==> src/rtl/calc_arb_pkg.sv <==
// ----------------------------------------------------------------------------
// calc_arb_pkg : shared encodings and state types for the calculator port arbiter
// Rev 1.0
// ----------------------------------------------------------------------------
`default_nettype none

package calc_arb_pkg;

  localparam logic [0:3] CMD_NOP = 4'd0;
  localparam logic [0:3] CMD_ADD = 4'd1;
  localparam logic [0:3] CMD_SUB = 4'd2;
  localparam logic [0:3] CMD_SHL = 4'd5;
  localparam logic [0:3] CMD_SHR = 4'd6;

  localparam logic [0:1] RESP_NONE = 2'd0;
  localparam logic [0:1] RESP_OK   = 2'd1;
  localparam logic [0:1] RESP_ERR  = 2'd2;
  localparam logic [0:1] RESP_TMO  = 2'd3;

  typedef enum logic [1:0] {
    P_IDLE = 2'd0,
    P_OP2  = 2'd1,
    P_WAIT = 2'd2,
    P_RESP = 2'd3
  } port_state_t;

  typedef enum logic {
    A_IDLE = 1'b0,
    A_BUSY = 1'b1
  } arb_state_t;

  function automatic logic is_valid_cmd(input logic [0:3] cmd);
    return (cmd == CMD_ADD) || (cmd == CMD_SUB) || (cmd == CMD_SHL) || (cmd == CMD_SHR);
  endfunction

endpackage

`default_nettype wire

==> src/rtl/calc_port_ctl.sv <==
// ----------------------------------------------------------------------------
// calc_port_ctl : one request port - command/operand capture FSM and response register
// Rev 1.0
// ----------------------------------------------------------------------------
`default_nettype none

module calc_port_ctl
  import calc_arb_pkg::*;
#(
  parameter int DATA_W = 32
) (
  input  logic              clk,
  input  logic              rst,
  input  logic [0:3]        i_cmd,
  input  logic [0:DATA_W-1] i_data,
  input  logic              i_done,
  input  logic              i_tmo,
  input  logic [0:DATA_W-1] i_result,
  input  logic [0:1]        i_resp,
  output logic              o_wait,
  output logic [0:3]        o_cmd,
  output logic [0:DATA_W-1] o_op1,
  output logic [0:DATA_W-1] o_op2,
  output logic [0:DATA_W-1] o_data,
  output logic [0:1]        o_resp
);

  port_state_t       r_state;
  logic [0:3]        r_cmd;
  logic [0:DATA_W-1] r_op1;
  logic [0:DATA_W-1] r_op2;
  logic [0:DATA_W-1] r_data;
  logic [0:1]        r_resp;

  always_ff @(posedge clk or posedge rst) begin
    if (rst) begin
      r_state <= P_IDLE;
      r_cmd   <= CMD_NOP;
      r_op1   <= '0;
      r_op2   <= '0;
      r_data  <= '0;
      r_resp  <= RESP_NONE;
    end else begin
      case (r_state)
        P_IDLE: begin
          if (i_cmd != CMD_NOP) begin
            r_cmd   <= i_cmd;
            r_op1   <= i_data;
            r_state <= P_OP2;
          end
        end
        P_OP2: begin
          r_op2 <= i_data;
          // Unsupported opcodes are answered locally and never compete for the ALU
          if (is_valid_cmd(r_cmd)) begin
            r_state <= P_WAIT;
          end else begin
            r_data  <= '0;
            r_resp  <= RESP_ERR;
            r_state <= P_RESP;
          end
        end
        P_WAIT: begin
          if (i_done) begin
            r_data  <= i_result;
            r_resp  <= i_resp;
            r_state <= P_RESP;
          end else if (i_tmo) begin
            r_data  <= '0;
            r_resp  <= RESP_TMO;
            r_state <= P_RESP;
          end
        end
        P_RESP: begin
          r_data  <= '0;
          r_resp  <= RESP_NONE;
          r_state <= P_IDLE;
        end
        default: r_state <= P_IDLE;
      endcase
    end
  end

  assign o_wait = (r_state == P_WAIT);
  assign o_cmd  = r_cmd;
  assign o_op1  = r_op1;
  assign o_op2  = r_op2;
  assign o_data = r_data;
  assign o_resp = r_resp;

endmodule

`default_nettype wire

==> src/rtl/calc_port_arbiter.sv <==
// ----------------------------------------------------------------------------
// calc_port_arbiter : round-robin sequencing of four calculator ports onto one ALU
// Optional ALU watchdog enabled by defining CALC_ARB_TIMEOUT_EN.
// Rev 1.0
// ----------------------------------------------------------------------------
`default_nettype none

module calc_port_arbiter
  import calc_arb_pkg::*;
#(
  parameter int DATA_W         = 32,
  parameter int TIMEOUT_CYCLES = 64,
  parameter int CNT_W          = 8
) (
  input  logic              c_clk,
  input  logic              reset,
  input  logic [0:3]        req1_cmd_in,
  input  logic [0:DATA_W-1] req1_data_in,
  input  logic [0:3]        req2_cmd_in,
  input  logic [0:DATA_W-1] req2_data_in,
  input  logic [0:3]        req3_cmd_in,
  input  logic [0:DATA_W-1] req3_data_in,
  input  logic [0:3]        req4_cmd_in,
  input  logic [0:DATA_W-1] req4_data_in,
  output logic [0:DATA_W-1] out_data1,
  output logic [0:1]        out_resp1,
  output logic [0:DATA_W-1] out_data2,
  output logic [0:1]        out_resp2,
  output logic [0:DATA_W-1] out_data3,
  output logic [0:1]        out_resp3,
  output logic [0:DATA_W-1] out_data4,
  output logic [0:1]        out_resp4,
  output logic              alu_valid,
  output logic [0:3]        alu_cmd,
  output logic [0:DATA_W-1] alu_op1,
  output logic [0:DATA_W-1] alu_op2,
  output logic              alu_abort,
  input  logic              alu_done,
  input  logic [0:DATA_W-1] alu_result,
  input  logic [0:1]        alu_resp
);

  if (2**CNT_W <= TIMEOUT_CYCLES) begin : g_cnt_w_check
    $error("CNT_W too narrow to count TIMEOUT_CYCLES");
  end

  logic [0:3]        w_cmd_in  [4];
  logic [0:DATA_W-1] w_data_in [4];
  logic [0:3]        w_cmd     [4];
  logic [0:DATA_W-1] w_op1     [4];
  logic [0:DATA_W-1] w_op2     [4];
  logic [0:DATA_W-1] w_data    [4];
  logic [0:1]        w_resp    [4];
  logic [3:0]        w_wait;
  logic [3:0]        w_done_vec;
  logic [3:0]        w_tmo_vec;

  assign w_cmd_in[0]  = req1_cmd_in;
  assign w_cmd_in[1]  = req2_cmd_in;
  assign w_cmd_in[2]  = req3_cmd_in;
  assign w_cmd_in[3]  = req4_cmd_in;
  assign w_data_in[0] = req1_data_in;
  assign w_data_in[1] = req2_data_in;
  assign w_data_in[2] = req3_data_in;
  assign w_data_in[3] = req4_data_in;

  for (genvar gi = 0; gi < 4; gi++) begin : g_port
    calc_port_ctl #(.DATA_W(DATA_W)) u_port (
      .clk      (c_clk),
      .rst      (reset),
      .i_cmd    (w_cmd_in[gi]),
      .i_data   (w_data_in[gi]),
      .i_done   (w_done_vec[gi]),
      .i_tmo    (w_tmo_vec[gi]),
      .i_result (alu_result),
      .i_resp   (alu_resp),
      .o_wait   (w_wait[gi]),
      .o_cmd    (w_cmd[gi]),
      .o_op1    (w_op1[gi]),
      .o_op2    (w_op2[gi]),
      .o_data   (w_data[gi]),
      .o_resp   (w_resp[gi])
    );
  end

  assign out_data1 = w_data[0];
  assign out_data2 = w_data[1];
  assign out_data3 = w_data[2];
  assign out_data4 = w_data[3];
  assign out_resp1 = w_resp[0];
  assign out_resp2 = w_resp[1];
  assign out_resp3 = w_resp[2];
  assign out_resp4 = w_resp[3];

  arb_state_t r_arb_state;
  logic [1:0] r_ptr;
  logic [1:0] r_owner;
  logic       w_found;
  logic [1:0] w_grant;
  logic       w_issue;
  logic       w_done_hit;
  logic       w_tmo_hit;

  // 2-bit index arithmetic wraps naturally, giving the cyclic 1->2->3->4->1 search
  always_comb begin
    w_found = 1'b0;
    w_grant = r_ptr;
    for (int k = 0; k < 4; k++) begin
      if (!w_found && w_wait[r_ptr + 2'(k)]) begin
        w_found = 1'b1;
        w_grant = r_ptr + 2'(k);
      end
    end
  end

  assign w_issue    = (r_arb_state == A_IDLE) && w_found;
  assign w_done_hit = (r_arb_state == A_BUSY) && alu_done;
  assign w_done_vec = w_done_hit ? (4'b0001 << r_owner) : 4'b0000;
  assign w_tmo_vec  = w_tmo_hit  ? (4'b0001 << r_owner) : 4'b0000;

  assign alu_valid = w_issue;
  assign alu_cmd   = w_issue ? w_cmd[w_grant] : CMD_NOP;
  assign alu_op1   = w_issue ? w_op1[w_grant] : '0;
  assign alu_op2   = w_issue ? w_op2[w_grant] : '0;

  always_ff @(posedge c_clk or posedge reset) begin
    if (reset) begin
      r_arb_state <= A_IDLE;
      r_ptr       <= 2'd0;
      r_owner     <= 2'd0;
    end else begin
      case (r_arb_state)
        A_IDLE: begin
          if (w_found) begin
            r_arb_state <= A_BUSY;
            r_owner     <= w_grant;
            r_ptr       <= w_grant + 2'd1;
          end
        end
        A_BUSY: begin
          if (w_done_hit || w_tmo_hit) begin
            r_arb_state <= A_IDLE;
          end
        end
        default: r_arb_state <= A_IDLE;
      endcase
    end
  end

`ifdef CALC_ARB_TIMEOUT_EN
  logic [CNT_W-1:0] r_busy_cnt;

  // Counter holds (busy cycle - 1); a coincident alu_done takes priority over the abort
  assign w_tmo_hit = (r_arb_state == A_BUSY) && !alu_done &&
                     (r_busy_cnt == CNT_W'(TIMEOUT_CYCLES - 1));
  assign alu_abort = w_tmo_hit;

  always_ff @(posedge c_clk or posedge reset) begin
    if (reset) begin
      r_busy_cnt <= '0;
    end else if (w_issue) begin
      r_busy_cnt <= '0;
    end else if (r_arb_state == A_BUSY) begin
      r_busy_cnt <= r_busy_cnt + 1'b1;
    end
  end
`else
  assign w_tmo_hit = 1'b0;
  assign alu_abort = 1'b0;
`endif

endmodule

`default_nettype wire
==> config.mk <==
export PLATFORM = sky130hd
export DESIGN_NAME = calc_port_arbiter
export DESIGN_NICKNAME = d
export VERILOG_FILES = /design/src/rtl/calc_arb_pkg.sv /design/src/rtl/calc_port_ctl.sv /design/src/rtl/calc_port_arbiter.sv
export SDC_FILE = /design/constraint.sdc
export NUM_CORES = 1
export LEC_CHECK = 0
export CAP_MARGIN = 30
export CELL_PAD_IN_SITES_DETAIL_PLACEMENT = 0
export CELL_PAD_IN_SITES_GLOBAL_PLACEMENT = 1
export CORE_MARGIN = 5
export CORE_UTILIZATION = 41
export CTS_BUF_LIST = sky130_fd_sc_hd__clkbuf_8 sky130_fd_sc_hd__clkbuf_16
export CTS_CLUSTER_SIZE = 40
export DETAILED_ROUTE_END_ITERATION = 12
export PLACE_DENSITY = 0.82
export SETUP_SLACK_MARGIN = 0.2
export SLEW_MARGIN = 20
export SYNTH_ARGS = -nofsm -noshare
export SYNTH_HDL_FRONTEND = slang
export SYNTH_SLANG_ARGS = --single-unit
==> constraint.sdc <==
create_clock -name c_clk -period 18.9 [get_ports c_clk]
set_clock_uncertainty 0.2 [all_clocks]
set_input_delay 1.89 -clock c_clk [delete_from_list [all_inputs] [get_ports c_clk]]
set_output_delay 1.89 -clock c_clk [all_outputs]
set_load 0.1 [all_outputs]
==> impl_metrics.tcl, run 1 <==
set metrics [dict create \
    status "completed" \
    critPathMaxFanout 55 \
    postRouteAntennaNets 0 \
    detail_route.wl_per_cell_um 21.4 \
    critPathLaunchType "flop" \
    drive_gt1_share_pct 20.2 \
    whs_endpoint "g_port[2].u_port.o_data[8]" \
    antenna_found_initial 16 \
    clk_pin_slew_worst_paths_ps 60 \
    path_class "reg2out" \
    avgSynthCellArea_sq_um 11.8 \
    start_util_pct 41.3 \
    syn_inst 1576 \
    synth_top_cell_by_area "dfrtp_1" \
    setup_ws_ps 11020 \
    hold_start "g_port[2].u_port.o_data[8]" \
    cts_sinks 421 \
    dp_hpwl_um 36600 \
    final_cell_mix "421 x dfrtp_1, 385 x clkdlybuf4s50_1, 286 x nand2_1" \
    synthDistinctLibCells 50 \
    fp-row-count 78 \
    dp_slack_ps 11600 \
    clk_latency_ps 570 \
    cts-htree-levels 2 \
    fin_tns_setup_ps 0 \
    drv_cap 0 \
    whs_path_depth 2 \
    route.met2.wl_um 26100 \
    syn2layout_area_growth_pct 33.1 \
    finalSetupViolCount 0 \
    yosysSeqAreaShare_pct 56.4 \
    met1_length_um 22400 \
    track_usage_pct 21.4 \
    tightest_slew_ps 1060 \
    die_area_sq_mm 0.0499 \
    min_period_ps 7880 \
    clockRootBuffer "clkbuf_16" \
    rsz0062_at_grt "no" \
    post_cts_buffers 0 \
    timing.final.crit_share_pct 41.7 \
    whs_ps 264 \
    final_common_cell "dfrtp_1" \
    dr.pass1.iters 5 \
    gp_congestion 0.827 \
    synth-edff-count 0 \
    async_flop_share_pct 100 \
    grt_pass1_vias 14513 \
    fmax_ghz 0.127 \
    min_path_type "reg2reg" \
    drcViolationCount 0 \
    synth_top_area_share_pct 56.4 \
    final_core_util_pct 55.0 \
    timing.rr.start "g_port[0].u_port.r_state[0]" \
    wl_met3_um 4690 \
    cts_made_buffers 46 \
    portBuffers 385 \
    coreArea_sq_mm 0.0452 \
    slew_headroom_pct 29.3 \
    synth_area_leaders "dfrtp_1 56%, mux2_2 16%, mux2i_1 7.5%" \
    rrSetupSlack_ps 15970 \
    r2r_cells 8 \
    syn_nets 1777 \
    top_layer "met5" \
    dieHeight_um 223 \
    synth_seq_cells 421 \
    routed_wl_um 54800 \
    critPathRequiredTime_ps 16810 \
    drv_slew 0 \
    postCtsHoldBufs 0 \
    cts.path.max_buffers 3 \
    cts_tree "yes" \
    rr_endpoint "r_owner[1]" \
    cp.arrival_ps 5790 \
    grt_pass1_wl_um 85100 \
    yosysWarningCount 0 \
    grt_max_degree 170 \
    hold_violations 0 \
    die_w_um 223 \
    gr-total-overflow 0 \
    worstSetupEndpointType "primary output" \
    syn_area_sq_mm 0.0187 \
    avgViaCountPerCell 5.30 \
    ioPinCount 387 \
    nNetsFinal 2126 \
    routed-via-count 13569 \
    cts_resized 0 \
    synthFlopType "dfrtp_1" \
    drt_iter0_drc 884 \
]
layout make-up:
| type | count | area (sq um) |
|---|---|---|
| fill | 3864 | 20300 |
| sequential | 421 | 10500 |
| multi-input combinational | 1021 | 7620 |
| timing repair buffer | 419 | 4330 |
| clock buffer | 52 | 1230 |
| tap | 600 | 751 |
| clock inverter | 30 | 302 |
| inverter | 16 | 67.6 |
| antenna | 2 | 5.00 |
sequential cells by signal (all words and copies together) (netlist names):
register / cells
g_port.u_port.o_data: 128
r_arb_state: 1
r_owner: 2
g_port.u_port.r_state: 8
g_port.u_port.o_cmd: 16
g_port.u_port.o_op2: 128
g_port.u_port.o_op1: 128
g_port.u_port.o_resp: 8
r_ptr: 2
cell usage after synthesis, types with 2 or more instances:
cell type and count:
buf_4 3, nor4_1 5, nand2_1 286, mux2i_1 140, nand2b_1 9, nor3_1 4, a22o_1 13, a21oi_1 14
o32a_1 2, o21ai_0 113, dfrtp_1 421, o22ai_1 59, nor2_1 15, inv_1 16, and2_1 3, ha_1 20
xor2_1 2, a31oi_1 2, o22ai_2 9, nand3_1 33, buf_2 21, xnor2_1 2, buf_6 3, o22a_1 3
a211o_1 3, buf_1 7, clkbuf_1 84, a311o_1 3, mux2_2 257, a211oi_1 3, o31a_1 2
cells by family after synthesis:
logic type | count (synthesis) | share of synthesized area (%)
DFF | 421 | 56.4
muxes | 399 | 23.2
and+or+nand+nor | 362 | 7.93
AOI/OAI and AO/OA | 235 | 7.88
buffers and inverters | 134 | 3.02
adders and majority gates | 20 | 1.34
xor gates and xnor gates | 4 | 0.188
other | 1 | 0.0201
critical path, cell delays in order (launching register included):
cell	delay, ps
dfrtp_1	440
inv_1	130
ha_1	150
buf_4	370
inv_1	120
a31oi_1	180
o311a_4	440
buf_4	510
buf_16	310
buf_4	790
mux2i_1	190
o22ai_1	270
clkdlybuf4s50_1	1200
per-layer routing:
layer,global-route usage (%),vias to the layer above
li1,-,6226
met1,26.9,6760
met2,35.6,442
met3,7.41,117
met4,5.77,24
met5,0,-
per-stage QoR:
stage,cells,area [sq um]
detailed placement,2475,23300
CTS,2557,24800
floorplan,1576,18700
global placement,2466,23000
finish,2561,24800
global route,2560,24800
worst max-delay path by stage:
stage / from / to / depth (start not counted)
after floorplan: reset / g_port[0].u_port.o_cmd[0] / 1
after global placement: g_port[2].u_port.r_state[0] / alu_op2[1] / 11
after detailed placement: g_port[2].u_port.r_state[0] / alu_op2[1] / 12
after CTS: g_port[2].u_port.r_state[0] / alu_op2[1] / 12
after global routing: g_port[2].u_port.r_state[0] / alu_op1[11] / 12
final: g_port[2].u_port.r_state[0] / alu_op1[15] / 12
Power of run 1 is left out: the tool's default activity adds up to more than one toggle a clock period on the data nets, which glitch-free logic cannot reach.
==> run 2: changes to the inputs <==
==> constraint.sdc (replaced) <==
create_clock -name c_clk -period 7.3 [get_ports c_clk]
set_clock_uncertainty 0.2 [all_clocks]
set_input_delay 0.73 -clock c_clk [delete_from_list [all_inputs] [get_ports c_clk]]
set_output_delay 0.73 -clock c_clk [all_outputs]
set_load 0.1 [all_outputs]
==> run 2 against run 1 <==
  * Worst setup slack worse by 9600 ps
  * Final cell count fell by 0.16%
  * Critical path depth decreased by 2
  * Hold slack gained 4.1 ps
  * First-iteration DRC count down 0.45%
  * Global-route usage about the same
  * Sequential share of layout area is 0.17 points higher
  * Register-to-register slack got worse by 12000 ps
  * Sequential cell count unchanged
  * Utilization fell by 0.22 points
  * Die area unchanged
  * Via count up 0.46%
==> impl_metrics.tcl, run 2 (synthesis gave the netlist of run 1 again) <==
set metrics [dict create \
    drcViolationCount 0 \
    critPathLaunchType "flop" \
    status "completed" \
    whs_endpoint "g_port[2].u_port.o_resp[1]" \
    track_usage_pct 21.4 \
    min_period_ps 5910 \
    clk_pin_slew_worst_paths_ps 60 \
    coreArea_sq_mm 0.0452 \
    final_cell_mix "421 x dfrtp_1, 385 x clkdlybuf4s50_1, 286 x nand2_1" \
    gr-total-overflow 0 \
    critPathRequiredTime_ps 6370 \
    start_util_pct 41.3 \
    nNetsFinal 2120 \
    multi_input_area_sq_mm 0.00762 \
    die_w_um 223 \
    path_class "reg2out" \
    hold_start "g_port[2].u_port.o_resp[1]" \
    whs_path_depth 2 \
    die_area_sq_mm 0.0499 \
    whs_ps 268 \
    postRouteAntennaNets 0 \
    post_cts_buffers 0 \
    drv_cap 0 \
    routed_wl_um 54700 \
    cts_made_buffers 46 \
    rr_endpoint "r_owner[1]" \
    cts-htree-levels 2 \
    drive_gt1_share_pct 19.7 \
    cts_tree "yes" \
    critPathMaxFanout 63 \
    regArea_sq_mm 0.0105 \
    final_common_cell "dfrtp_1" \
    dr.pass1.iters 5 \
    cts_sinks 421 \
    finalSetupViolCount 0 \
    ioPinCount 387 \
    hold_violations 0 \
    rrSetupSlack_ps 4390 \
    portBuffers 385 \
    detail_route.wl_per_cell_um 21.4 \
    cp.arrival_ps 4980 \
    worstSetupEndpointType "primary output" \
    grt_pass1_vias 14451 \
    postCtsHoldBufs 0 \
    slew_headroom_pct 29.3 \
    timing.rr.start "g_port[0].u_port.r_state[0]" \
    dp_hpwl_um 36700 \
    avgViaCountPerCell 5.33 \
    fp-row-count 78 \
    timing.final.crit_share_pct 81.0 \
    drt_iter0_drc 880 \
    clk_latency_ps 580 \
    fin_tns_setup_ps 0 \
    syn2layout_area_growth_pct 32.6 \
    fillers 3842 \
    routed-via-count 13632 \
    tightest_slew_ps 1060 \
    min_path_type "reg2reg" \
    grt_pass1_wl_um 84400 \
    r2r_cells 8 \
    rsz0062_at_grt "no" \
    cts_resized 0 \
    clockRootBuffer "clkbuf_16" \
    cts.path.max_buffers 3 \
    drv_slew 0 \
    antenna_found_initial 17 \
    dieHeight_um 223 \
    gp_congestion 0.805 \
    fmax_ghz 0.169 \
    grt_max_degree 170 \
]
## run 2: cell type report
class / instances / share of cell area [%]
sequential: 421 / 42.6
multi-input combinational: 1021 / 30.8
timing repair buffer: 413 / 17.0
clock buffer: 61 / 5.53
tap: 600 / 3.03
clock inverter: 23 / 0.799
inverter: 16 / 0.258
antenna: 2 / 0.0202
## run 2: how the worst max path moves through the flow
stage	to	slack, ps	startpoint
after floorplan	g_port[0].u_port.o_cmd[0]	690	reset
after detailed placement	alu_op1[4]	2050	g_port[0].u_port.r_state[0]
after global placement	alu_op1[4]	2130	g_port[0].u_port.r_state[0]
final	alu_op1[4]	1390	g_port[0].u_port.r_state[0]
after global routing	alu_op1[4]	1180	g_port[0].u_port.r_state[0]
after CTS	alu_op1[4]	1410	g_port[0].u_port.r_state[0]
## run 2: through the flow
step	cells	utilization, %	setup WS (ps)	cell area, sq um
floorplan	1576	-	691	18700
global placement	2466	51.0	2130	23100
detailed placement	2470	51.2	2050	23200
CTS	2554	54.7	1410	24700
global route	2555	54.8	1180	24700
finish	2557	54.8	1390	24700
## run 2: routing by layer
metal  vias up  track usage, %  routed length, um
met5         -               0                209
met4        30            5.24               1100
met3       100            7.22               4630
met2       447            35.4              26200
met1      6847            27.3              22500
li1       6208               -                  -
## run 2: worst max-delay path, stage by stage (launching register included)
cell and delay [ps]:
dfrtp_1 420, inv_1 160, ha_1 170, buf_4 390, nor2_1 100, a31oi_1 200, o311a_4 730, buf_12 420
mux2i_1 180, o22ai_1 270, clkdlybuf4s50_1 1200
Power of run 2 is left out for the same reason.
